<file path="src/rtl/operand_seq_ctrl.sv">
// Multi-cycle RV32I control FSM: sequences fetch/decode/execute/memory/writeback
// and drives datapath mux selects, memory requests, RF/PC writes and retirement count.
module operand_seq_ctrl #(
  parameter int unsigned DATA_WIDTH = 32
) (
  input  logic                  clk,
  input  logic                  rst_n,
  input  logic                  run,
  input  logic [6:0]            opcode,
  input  logic                  branch_taken,
  input  logic                  mem_ready,
  output logic                  mem_req,
  output logic                  mem_we,
  output logic                  addr_sel,
  output logic                  ir_we,
  output logic                  use_imm,
  output logic [1:0]            alu_op,
  output logic                  reg_we,
  output logic [1:0]            wb_sel,
  output logic                  pc_we,
  output logic                  pc_src,
  output logic                  instr_done,
  output logic                  halted,
  output logic [DATA_WIDTH-1:0] retired
);

  localparam int unsigned OP_W = 7;

  localparam logic [OP_W-1:0] OP_R      = 7'b0110011;
  localparam logic [OP_W-1:0] OP_IALU   = 7'b0010011;
  localparam logic [OP_W-1:0] OP_LOAD   = 7'b0000011;
  localparam logic [OP_W-1:0] OP_STORE  = 7'b0100011;
  localparam logic [OP_W-1:0] OP_BRANCH = 7'b1100011;
  localparam logic [OP_W-1:0] OP_JAL    = 7'b1101111;
  localparam logic [OP_W-1:0] OP_LUI    = 7'b0110111;

  localparam logic [1:0] ALU_ADD   = 2'b00;
  localparam logic [1:0] ALU_SUB   = 2'b01;
  localparam logic [1:0] ALU_FUNCT = 2'b10;

  localparam logic [1:0] WB_ALU = 2'b00;
  localparam logic [1:0] WB_MEM = 2'b01;
  localparam logic [1:0] WB_PC4 = 2'b10;

  typedef enum logic [2:0] {
    S_IDLE   = 3'd0,
    S_FETCH  = 3'd1,
    S_DECODE = 3'd2,
    S_EXEC   = 3'd3,
    S_MEM    = 3'd4,
    S_WB     = 3'd5,
    S_HALT   = 3'd6
  } state_e;

  state_e                  state_q, state_d;
  logic [OP_W-1:0]         op_q, op_d;
  logic [DATA_WIDTH-1:0]   retired_q, retired_d;

  function automatic logic is_legal(input logic [OP_W-1:0] op);
    return (op == OP_R) || (op == OP_IALU) || (op == OP_LOAD) || (op == OP_STORE) ||
           (op == OP_BRANCH) || (op == OP_JAL) || (op == OP_LUI);
  endfunction

  // Next state and all control outputs; outputs are forced low while reset is held
  // so an in-flight instruction cannot write the PC or register file.
  always_comb begin
    state_d    = state_q;
    op_d       = op_q;
    mem_req    = 1'b0;
    mem_we     = 1'b0;
    addr_sel   = 1'b0;
    ir_we      = 1'b0;
    use_imm    = 1'b0;
    alu_op     = ALU_ADD;
    reg_we     = 1'b0;
    wb_sel     = WB_ALU;
    pc_we      = 1'b0;
    pc_src     = 1'b0;
    instr_done = 1'b0;
    halted     = 1'b0;

    unique case (state_q)
      S_IDLE: begin
        if (run) state_d = S_FETCH;
      end
      S_FETCH: begin
        mem_req = 1'b1;
        if (mem_ready) begin
          ir_we   = 1'b1;
          state_d = S_DECODE;
        end
      end
      S_DECODE: begin
        op_d    = opcode;
        state_d = is_legal(opcode) ? S_EXEC : S_HALT;
      end
      S_EXEC: begin
        use_imm = (op_q == OP_IALU) || (op_q == OP_LOAD) ||
                  (op_q == OP_STORE) || (op_q == OP_LUI);
        if ((op_q == OP_R) || (op_q == OP_IALU)) alu_op = ALU_FUNCT;
        else if (op_q == OP_BRANCH)              alu_op = ALU_SUB;
        if (op_q == OP_BRANCH) begin
          pc_we      = 1'b1;
          pc_src     = branch_taken;
          instr_done = 1'b1;
          state_d    = run ? S_FETCH : S_IDLE;
        end else if ((op_q == OP_LOAD) || (op_q == OP_STORE)) begin
          state_d = S_MEM;
        end else begin
          state_d = S_WB;
        end
      end
      S_MEM: begin
        mem_req  = 1'b1;
        addr_sel = 1'b1;
        mem_we   = (op_q == OP_STORE);
        use_imm  = 1'b1;
        if (mem_ready) begin
          if (op_q == OP_STORE) begin
            pc_we      = 1'b1;
            instr_done = 1'b1;
            state_d    = run ? S_FETCH : S_IDLE;
          end else begin
            state_d = S_WB;
          end
        end
      end
      S_WB: begin
        reg_we     = 1'b1;
        pc_we      = 1'b1;
        instr_done = 1'b1;
        if (op_q == OP_LOAD)     wb_sel = WB_MEM;
        else if (op_q == OP_JAL) wb_sel = WB_PC4;
        pc_src  = (op_q == OP_JAL);
        state_d = run ? S_FETCH : S_IDLE;
      end
      S_HALT: begin
        halted = 1'b1;
      end
      default: begin
        state_d = S_IDLE;
      end
    endcase

    if (!rst_n) begin
      mem_req    = 1'b0;
      mem_we     = 1'b0;
      addr_sel   = 1'b0;
      ir_we      = 1'b0;
      use_imm    = 1'b0;
      alu_op     = ALU_ADD;
      reg_we     = 1'b0;
      wb_sel     = WB_ALU;
      pc_we      = 1'b0;
      pc_src     = 1'b0;
      instr_done = 1'b0;
      halted     = 1'b0;
    end

    retired_d = instr_done ? retired_q + DATA_WIDTH'(1) : retired_q;
  end

  always_ff @(posedge clk) begin
    if (!rst_n) begin
      state_q   <= S_IDLE;
      op_q      <= '0;
      retired_q <= '0;
    end else begin
      state_q   <= state_d;
      op_q      <= op_d;
      retired_q <= retired_d;
    end
  end

  assign retired = retired_q;

endmodule
</file>
<file path="config.mk">
export PLATFORM = sky130hd
export DESIGN_NAME = operand_seq_ctrl
export DESIGN_NICKNAME = d
export VERILOG_FILES = /design/src/rtl/operand_seq_ctrl.sv
export SDC_FILE = /design/constraint.sdc
export NUM_CORES = 1
export LEC_CHECK = 0
export CORE_MARGIN = 4
export CORE_UTILIZATION = 40
export CTS_CLUSTER_SIZE = 14
export DETAILED_ROUTE_END_ITERATION = 16
export GPL_TIMING_DRIVEN = 0
export PLACE_DENSITY_LB_ADDON = 0.15
export REMOVE_ABC_BUFFERS = 1
export SLEW_MARGIN = 20
export SYNTH_ARGS = -nofsm -noshare
export SYNTH_HDL_FRONTEND = slang
export SYNTH_SLANG_ARGS = --single-unit
</file>
<file path="constraint.sdc">
create_clock -name clk -period 3.6 [get_ports clk]
set_input_delay 0.72 -clock clk [delete_from_list [all_inputs] [get_ports clk]]
set_output_delay 0.72 -clock clk [all_outputs]
set_load 0.005 [all_outputs]
</file>
; Word level (Yosys, flattened, before mapping)
; Cells that the tools add are included.
[word_totals]
inputBits = 12
elab_cells = 82
reg_bits = 42
[classes]
n_addsub = 1
muxes = 40
n_eq_ne = 23
bitwise = 1
reduce_logical = 14
[ops]
columns = cell, count
row1 = $eq 7x6->1 const B, 6
row2 = $add 32x1->32 const B, 1
row3 = $eq 7x7->1 const B, 4
row4 = $mux 1, 23
row5 = $pmux 3 s7, 1
row6 = $mux 3, 6
row7 = $eq 7x2->1 const B, 2
row8 = $eq 7x5->1 const B, 2
row9 = $mux 2, 7
row10 = $logic_or 1x1->1, 11
row11 = $eq 3x3->1 const B, 3
row12 = $eq 3x2->1 const B, 2
row13 = $ne 2x2->1 const B, 3
row14 = $pmux 1 s2, 2
row15 = $reduce_and 4->1, 1
row16 = $eq 3x1->1 const B, 1
row17 = $logic_not 3->1, 1
row18 = $pmux 1 s3, 1
row19 = $reduce_or 2->1, 1
row20 = $not 1->1, 1

; Longest topological paths before layout
; Gate-level depths: netlist of run 1.
[depth]
depth_word = 9
depth_mapped = 8
mapped_depth_nobuf = 5

; Worst setup path after synthesis of run 1
; Ideal clock, no wire load.
[synth_path]
kind = input port to output port
from = input mem_ready
to = output pc_we
required_time_ns = 2.880
cell_stages = 6
path_slack_ns = 0.909
t_arrival_ns = 1.971
path_cell_list = nor4bb_1 -> nand4_1 -> and3_4 -> clkbuf_1 -> nor2_1 -> buf_4
[synth_via]
elab_chain_cells = 3
[synth_lines]
columns = element, line_no
row1 = start: declaration, 11  ; input logic mem_ready,
row2 = $mux 1, --
row3 = $pmux 1 s3, --
row4 = $mux 1, --
row5 = end: declaration, 20  ; output logic pc_we,
; Every way passes these cells.

; Worst setup path in the final report of run 1
[layout_path]
from = input mem_ready
to = output pc_we
[layout_via]
elab_chain_cells = 3
[layout_lines]
columns = element, line_no
row1 = $mux 1, 118  ; if (mem_ready) begin
row2 = $pmux 1 s3, 82  ; unique case (state_q)
row3 = $mux 1, 145  ; if (!rst_n) begin
; Every way passes these cells.

==> metrics.md, run 1 <==
| Metric | Value |
|---|---|
| VDD IR max | `0.000156 V` |
| Synthesized instance count | `298` |
| Starting DRT DRC Count | `96` |
| Max_cap viols | `0` |
| Internal | `0.000757 W` |
| CTS root buffer | `clkbuf_8` |
| Gpl congestion | `0.818` |
| Remaining DRCs | `0` |
| Setup violations, final | `0` |
| ANT nets after route | `0` |
| Max clock buf depth | `2` |
| Slowest stage cell, crit path | `clkdlybuf4s50_1` |
| Main combinational cell family by area after synthesis | `simple AND/OR/NAND/NOR gates` |
| Run status | `complete, no violations` |
| Comb power frac | `0.110` |
| Crit path cell chain | `clkdlybuf4s50_1, nor4bb_1, nand4_1, and3_4, nor2_1, clkdlybuf4s50_1` |
| Fin crit period | `3400 ps` |
| Worst-margin pin slew | `846 ps` |
| EDFF count, synth | `0` |
| Final period util | `0.944` |
| Top-area cell type share of the netlist area | `0.349` |
| Unique masters post-synth | `46` |
| Sequential area share after synthesis | `0.349` |
| Synth Area in XOR/XNOR | `0.0255` |
| Core area | `5680 sq um` |
| DP HPWL | `4.34 mm` |
| WS Path Type | `in2out` |
| Pwr Density | `322 nW/um^2` |
| Final wirelength | `6.11 mm` |
| Fin cells | `417` |
| Die height | `85.6 microns` |
| IO Pins | `58` |
| GRT Util Overall | `0.169` |
| CP Max Fanout | `23` |
| Nets@finish | `358` |
| Pin count of the biggest net entering global routing | `40` |
| Yosys reg bits | `42` |
| Post-synth top area cell | `dfxtp_1` |
| Sink Count | `42` |
| Global-route wire length before repair | `10.1 mm` |
| Clk_skew | `12.9 ps` |
| Clock transition at the registers of the reported paths | `80 ps` |
| Post-synthesis mux area share | `0.0499` |
| Crit path launch type | `input pin` |
| Layout Area Growth over Synthesis | `29.0%` |
| H-Tree Depth | `2` |
| Final Max Tran Viols | `0` |
| Horiz. Die Dim | `85.6 microns` |
| Met3 GRT Util | `0.0375` |
| Post-Synth Adder-Cell Area | `0.00519` |
| Switch share | `0.244` |
| Post-Syn Area | `2410 sq um` |
| Starting density of the core | `0.424` |
| Final TNS setup | `0 ps` |
| Met2 usage in global routing | `0.287` |
| Max Freq | `294 MHz` |
| Pleak | `0.968 nW` |
| CTS tree | `done` |
| Ys Warns | `0` |
| Met1 Usage GRT | `0.215` |
| Die area | `7330 sq um` |
| RSZ-0062 raised after global routing | `no` |
| Req. time, crit path | `2880 ps` |
| Final Hold Fails | `0` |
| Clock power share | `0.380` |
| Sequential share of power | `0.510` |
| Synthesized area per cell | `8.08 sq um` |
| GR peak layer | `met2` |
| Synth Area in Simple Gates | `0.355` |
| Endpoint arrival time on the critical path | `2680 ps` |
| Gr ovfl total | `0` |
| Standard-cell row count | `27` |
| Ys async rst share | `0` |
| DR vias | `2381` |
| CP Capture Type | `output port` |
| Top cell by count, worst path | `clkdlybuf4s50_1` |
| CP max stage delay | `520 ps` |
| Vias in the first global route | `2165` |
| Drt wl/cell | `14.7 microns` |
| Via density | `5.71` |
| Dpl cells | `409` |
| Hold Path Class | `reg2reg` |
| Post-synthesis compound-gate area fraction | `0.170` |
| Total power | `0.00100 W` |
| Most used flip-flop cell after synthesis | `dfxtp_1` |
| Later-pin clock latency in the skew report | `300 ps` |
| Synth area leaders | `dfxtp_1, mux2i_1, a21oi_1` |
| Number of antenna violations at the first check in global routing | `0` |
| CTS Buf Count | `5` |
| Ant diodes | `0` |
| Share of layout cells above drive strength 1 | `0.0522` |
| IO Port Bufs | `57` |
| TritonRoute pass-1 iters | `4` |
| Worst slew margin | `0.431` |
| Sw power | `0.000245 W` |
==> routing by layer <==
layer | up-vias | part of all wire | wire length (microns)
met2 | 53 | 0.48 | 2910
li1 | 1211 | - | -
met5 | - | 0 | 0
met1 | 1110 | 0.47 | 2850
met4 | 0 | 0.013 | 82
met3 | 7 | 0.044 | 267
==> logic make-up (layout without fill, tap and decap cells) <==
family / after synthesis / after routing
xor gates and xnor gates: 7 / 7
AOI/OAI and AO/OA: 64 / 64
and+or+nand+nor: 147 / 147
muxes: 12 / 12
adders and majority gates: 1 / 1
buffers and inverters: 25 / 72
DFF: 42 / 42
==> timing repair <==
action | CTS | global route
hold buffers | 0 | 0
setup buffers | 1 | 0
hold endpoints to repair | 0 | 0
resized for setup | 3 | 0
setup endpoints to repair | 11 | 0
==> placed cells by master (no fill, tap or decap), drive strengths merged, types with 2 or more instances in the layout <==
master	instances
o311ai	2
clkbuf	6
a211oi	2
mux2i	12
o21a	5
nand3b	5
clkdlybuf4s50	56
or3	12
nand4	16
nand2b	8
and4	8
nor3	6
a31o	4
or4	7
nor2	26
nand2	20
inv	7
nor2b	3
o31ai	7
a21oi	20
a31oi	5
dfxtp	42
xor2	2
nor4	4
xnor2	5
and2	4
and3	7
nor3b	2
o21ai	14
nand3	16
==> area by class of cell <==
| cell class | count | area (sq um) |
|---|---|---|
| fillers | 567 | 2570 |
| flip-flops and latches | 42 | 841 |
| clock buffers | 6 | 82.6 |
| clock inverters | 1 | 30.0 |
| inverters | 7 | 26.3 |
| well taps | 72 | 90.1 |
| multi-input cells | 231 | 1460 |
| repair buffers | 58 | 579 |
==> worst paths after layout <==
check	startpoint	slack, ps	depth (start not counted)	endpoint
max	mem_ready	200	6	pc_we
min	retired[28]	500	2	retired[28]
max reg2reg	state_q[0]	1260	5	retired[24]
min reg2reg	retired[28]	500	2	retired[28]
==> sequential cells by signal, indices dropped and copies added (netlist names) <==
name     count
retired     32
op_q         7
state_q      3
==> worst max-delay path, delay by kind of cell <==
kind | cells | cell delay, ps
buf+inv | 2 | 1040
simple gates | 4 | 920
==> Yosys cell counts, types with 2 or more instances <==
master    instances
o311ai_0          2
a31o_2            3
or3_1            12
o21a_1            5
nor3_1            6
xnor2_1           5
and4_1            8
nor2b_1           3
nor2_1           26
clkbuf_1         10
mux2i_1          12
nor3b_1           2
a21oi_1          20
buf_1             3
o21ai_0          14
and2_1            3
or4_1             6
xor2_1            2
o31ai_1           7
buf_2             3
nand4_1          16
nor4_1            4
nand2b_1          8
a31oi_1           5
a211oi_1          2
nand3b_1          5
nand2_1          20
inv_1             7
dfxtp_1          42
and3_1            6
nand3_1          16
==> power by group through the flow <==
stage,combinational (W),sequential [W],clock (W)
after global routing,0.000122,0.000516,0.000410
final,0.000110,0.000511,0.000381
after floorplan,0.0000687,0.000512,0
after global placement,0.000110,0.000522,0
after CTS,0.000112,0.000511,0.000391
after detailed placement,0.000111,0.000522,0
==> through the flow <==
stage | setup WS, ps | utilization | hold slack, ps | instance area (sq um)
floorplan | 1160 | - | 476 | 2330
global placement | -733 | 0.526 | 479 | 2990
detailed placement | -348 | 0.526 | 486 | 2990
CTS | 199 | 0.548 | 499 | 3110
global route | 69.3 | 0.548 | 527 | 3110
finish | 200 | 0.548 | 497 | 3110
Power figures use the tool's default switching activity.
==> run 2, diff against run 1 <==
--- a/config.mk
+++ b/config.mk
@@ -5,7 +5,6 @@
 export SDC_FILE = /design/constraint.sdc
 export NUM_CORES = 1
 export LEC_CHECK = 0
-export CORE_MARGIN = 4
 export CORE_UTILIZATION = 40
 export CTS_CLUSTER_SIZE = 14
 export DETAILED_ROUTE_END_ITERATION = 16
==> constraint.sdc (replaced) <==
create_clock -name clk -period 3.6 [get_ports clk]
set_input_delay 0.72 -clock clk [delete_from_list [all_inputs] [get_ports clk]]
set_output_delay 0.72 -clock clk [all_outputs]
set_load 0.05 [all_outputs]
==> run 2 against run 1 <==
Cell area increased by 0.16%. Register-to-register slack got worse by 50 ps. Non-clock buffer count did not move. Clock-buffer cell count increased by 1. Sequential power is essentially flat. Largest power group unchanged.
==> metrics.md, run 2 (synthesis results as in run 1) <==
| Metric | Value |
|---|---|
| Sequential share of power | `0.505` |
| Horiz. Die Dim | `79.6 microns` |
| Gr ovfl total | `0` |
| Metal-1 WL | `2.81 mm` |
| Share of layout cells above drive strength 1 | `0.0578` |
| CTS Buf Count | `5` |
| Number of antenna violations at the first check in global routing | `0` |
| Multi-input combinational cell area | `1460 sq um` |
| Max clock buf depth | `2` |
| Clock power share | `0.364` |
| ANT nets after route | `0` |
| Worst Slack Setup Final | `160 ps` |
| Sw power | `0.000270 W` |
| Setup slack, reg-to-reg | `1210 ps` |
| Core area | `5640 sq um` |
| Worst reg2reg path depth | `5` |
| Drt wl/cell | `14.2 microns` |
| WHS Endpoint | `retired[28]` |
| Pin count of the biggest net entering global routing | `40` |
| Die area | `6340 sq um` |
| H-Tree Depth | `2` |
| Starting density of the core | `0.427` |
| Internal | `0.000744 W` |
| Worst-margin pin slew | `929 ps` |
| Switch share | `0.266` |
| Layout Area Growth over Synthesis | `29.2%` |
| DP HPWL | `4.14 mm` |
| Hold Path Class | `reg2reg` |
| CTS root buffer | `clkbuf_8` |
| Vias in the first global route | `1984` |
| Pwr Density | `326 nW/um^2` |
| TritonRoute pass-1 iters | `4` |
| CP Max Fanout | `39` |
| RSZ-0062 raised after global routing | `no` |
| Critical hold path startpoint | `retired[28]` |
| CTS Hold Bufs | `0` |
| Dpl ws | `-647 ps` |
| Most common cell after layout, fill and taps aside | `clkdlybuf4s50_1` |
| Die height | `79.6 microns` |
| Max Freq | `291 MHz` |
| WL met2 | `2.78 mm` |
| Pleak | `1.00 nW` |
| RR Startpoint | `retired[6]` |
| Crit path launch type | `input pin` |
| Clock transition at the registers of the reported paths | `80 ps` |
| Req. time, crit path | `2880 ps` |
| Standard-cell row count | `27` |
| Fin crit period | `3440 ps` |
| Final Hold Fails | `0` |
| Sink Count | `42` |
| Final Max Tran Viols | `0` |
| Filler cell count | `550` |
| Crit path from | `rst_n` |
| Utilization of the core after routing | `0.552` |
| Remaining DRCs | `0` |
| Max Used Layer | `met4` |
| Final period util | `0.956` |
| Endpoint arrival time on the critical path | `2720 ps` |
| Reg-to-Reg End | `retired[28]` |
| Later-pin clock latency in the skew report | `290 ps` |
| CP Capture Type | `output port` |
| IO Pins | `58` |
| VDD IR max | `0.000314 V` |
| Hold path depth | `2` |
| Setup violations, final | `0` |
| Run status | `complete, no violations` |
| Register area | `842 sq um` |
| Worst slew margin | `0.375` |
| Global-route wire length before repair | `9.54 mm` |
| Met3 routed WL | `286 microns` |
| Max FFs per register | `32` |
| GRT Util Overall | `0.191` |
| Clk_skew | `10.2 ps` |
| Via density | `5.79` |
| Ant diodes | `0` |
| Nets@finish | `358` |
| DR vias | `2421` |
| Gpl congestion | `0.786` |
| WS Path Type | `in2out` |
| Most frequent cells in the layout | `clkdlybuf4s50_1, dfxtp_1, nor2_1, nand2_1, a21oi_1` |
| CTS tree | `done` |
| Max_cap viols | `0` |
| Starting DRT DRC Count | `108` |
| Comb power frac | `0.131` |
| Final wirelength | `5.93 mm` |
| IO Port Bufs | `57` |
[run 2: power groups by stage]
stage | Sequential [W] | Clock, W | Combinational, W
6_report | 0.000512 | 0.000369 | 0.000133
4_1_cts | 0.000511 | 0.000380 | 0.000133
3_3_place_gp | 0.000521 | 0 | 0.000132
3_5_place_dp | 0.000522 | 0 | 0.000132
5_1_grt | 0.000516 | 0.000399 | 0.000145
2_1_floorplan | 0.000515 | 0 | 0.0000889
[run 2: worst max-delay path, stage by stage]
cell             delay [ps]
clkdlybuf4s15_2         460
inv_4                   270
nor2_1                  220
and4_1                  230
clkdlybuf4s50_1         800
[run 2: routing by layer]
metal,global-route usage,up-vias
li1,-,1210
met1,0.257,1138
met2,0.304,69
met3,0.0366,4
met4,0.0655,0
met5,0,-
[run 2: worst max-delay path by stage]
stage / end / slack, ps / cells past startpoint
after CTS: pc_src / 80 / 5
final: wb_sel[0] / 160 / 5
after floorplan: instr_done / 70 / 4
after detailed placement: use_imm / -650 / 6
after global placement: use_imm / -1020 / 6
after global routing: wb_sel[0] / 30 / 5
[run 2: cell type report]
class,instances,area share
clock buffer,7,0.0245
timing repair buffer,58,0.189
multi-input combinational,231,0.469
inverter,7,0.00924
clock inverter,1,0.00965
sequential,42,0.270
tap,72,0.0289
[run 2: metrics by stage]
stage | cells | power, W | setup TNS [ps] | instance area (sq um) | hold WS, ps
5_1_grt | 418 | 0.00106 | 0 | 3110 | 528
6_report | 418 | 0.00101 | 0 | 3110 | 495
4_1_cts | 417 | 0.00102 | 0 | 3100 | 499
2_1_floorplan | 280 | 0.000603 | 0 | 2330 | 513
3_3_place_gp | 409 | 0.000653 | -9760 | 2990 | 477
3_5_place_dp | 409 | 0.000654 | -5730 | 2990 | 484
[run 2: timing repair]
action                     4_1_cts  5_1_grt
buffers inserted                 0        1
setup endpoints to repair       12        6
resized for setup               10        3
gates cloned                     0        0
pin swaps                        0        1
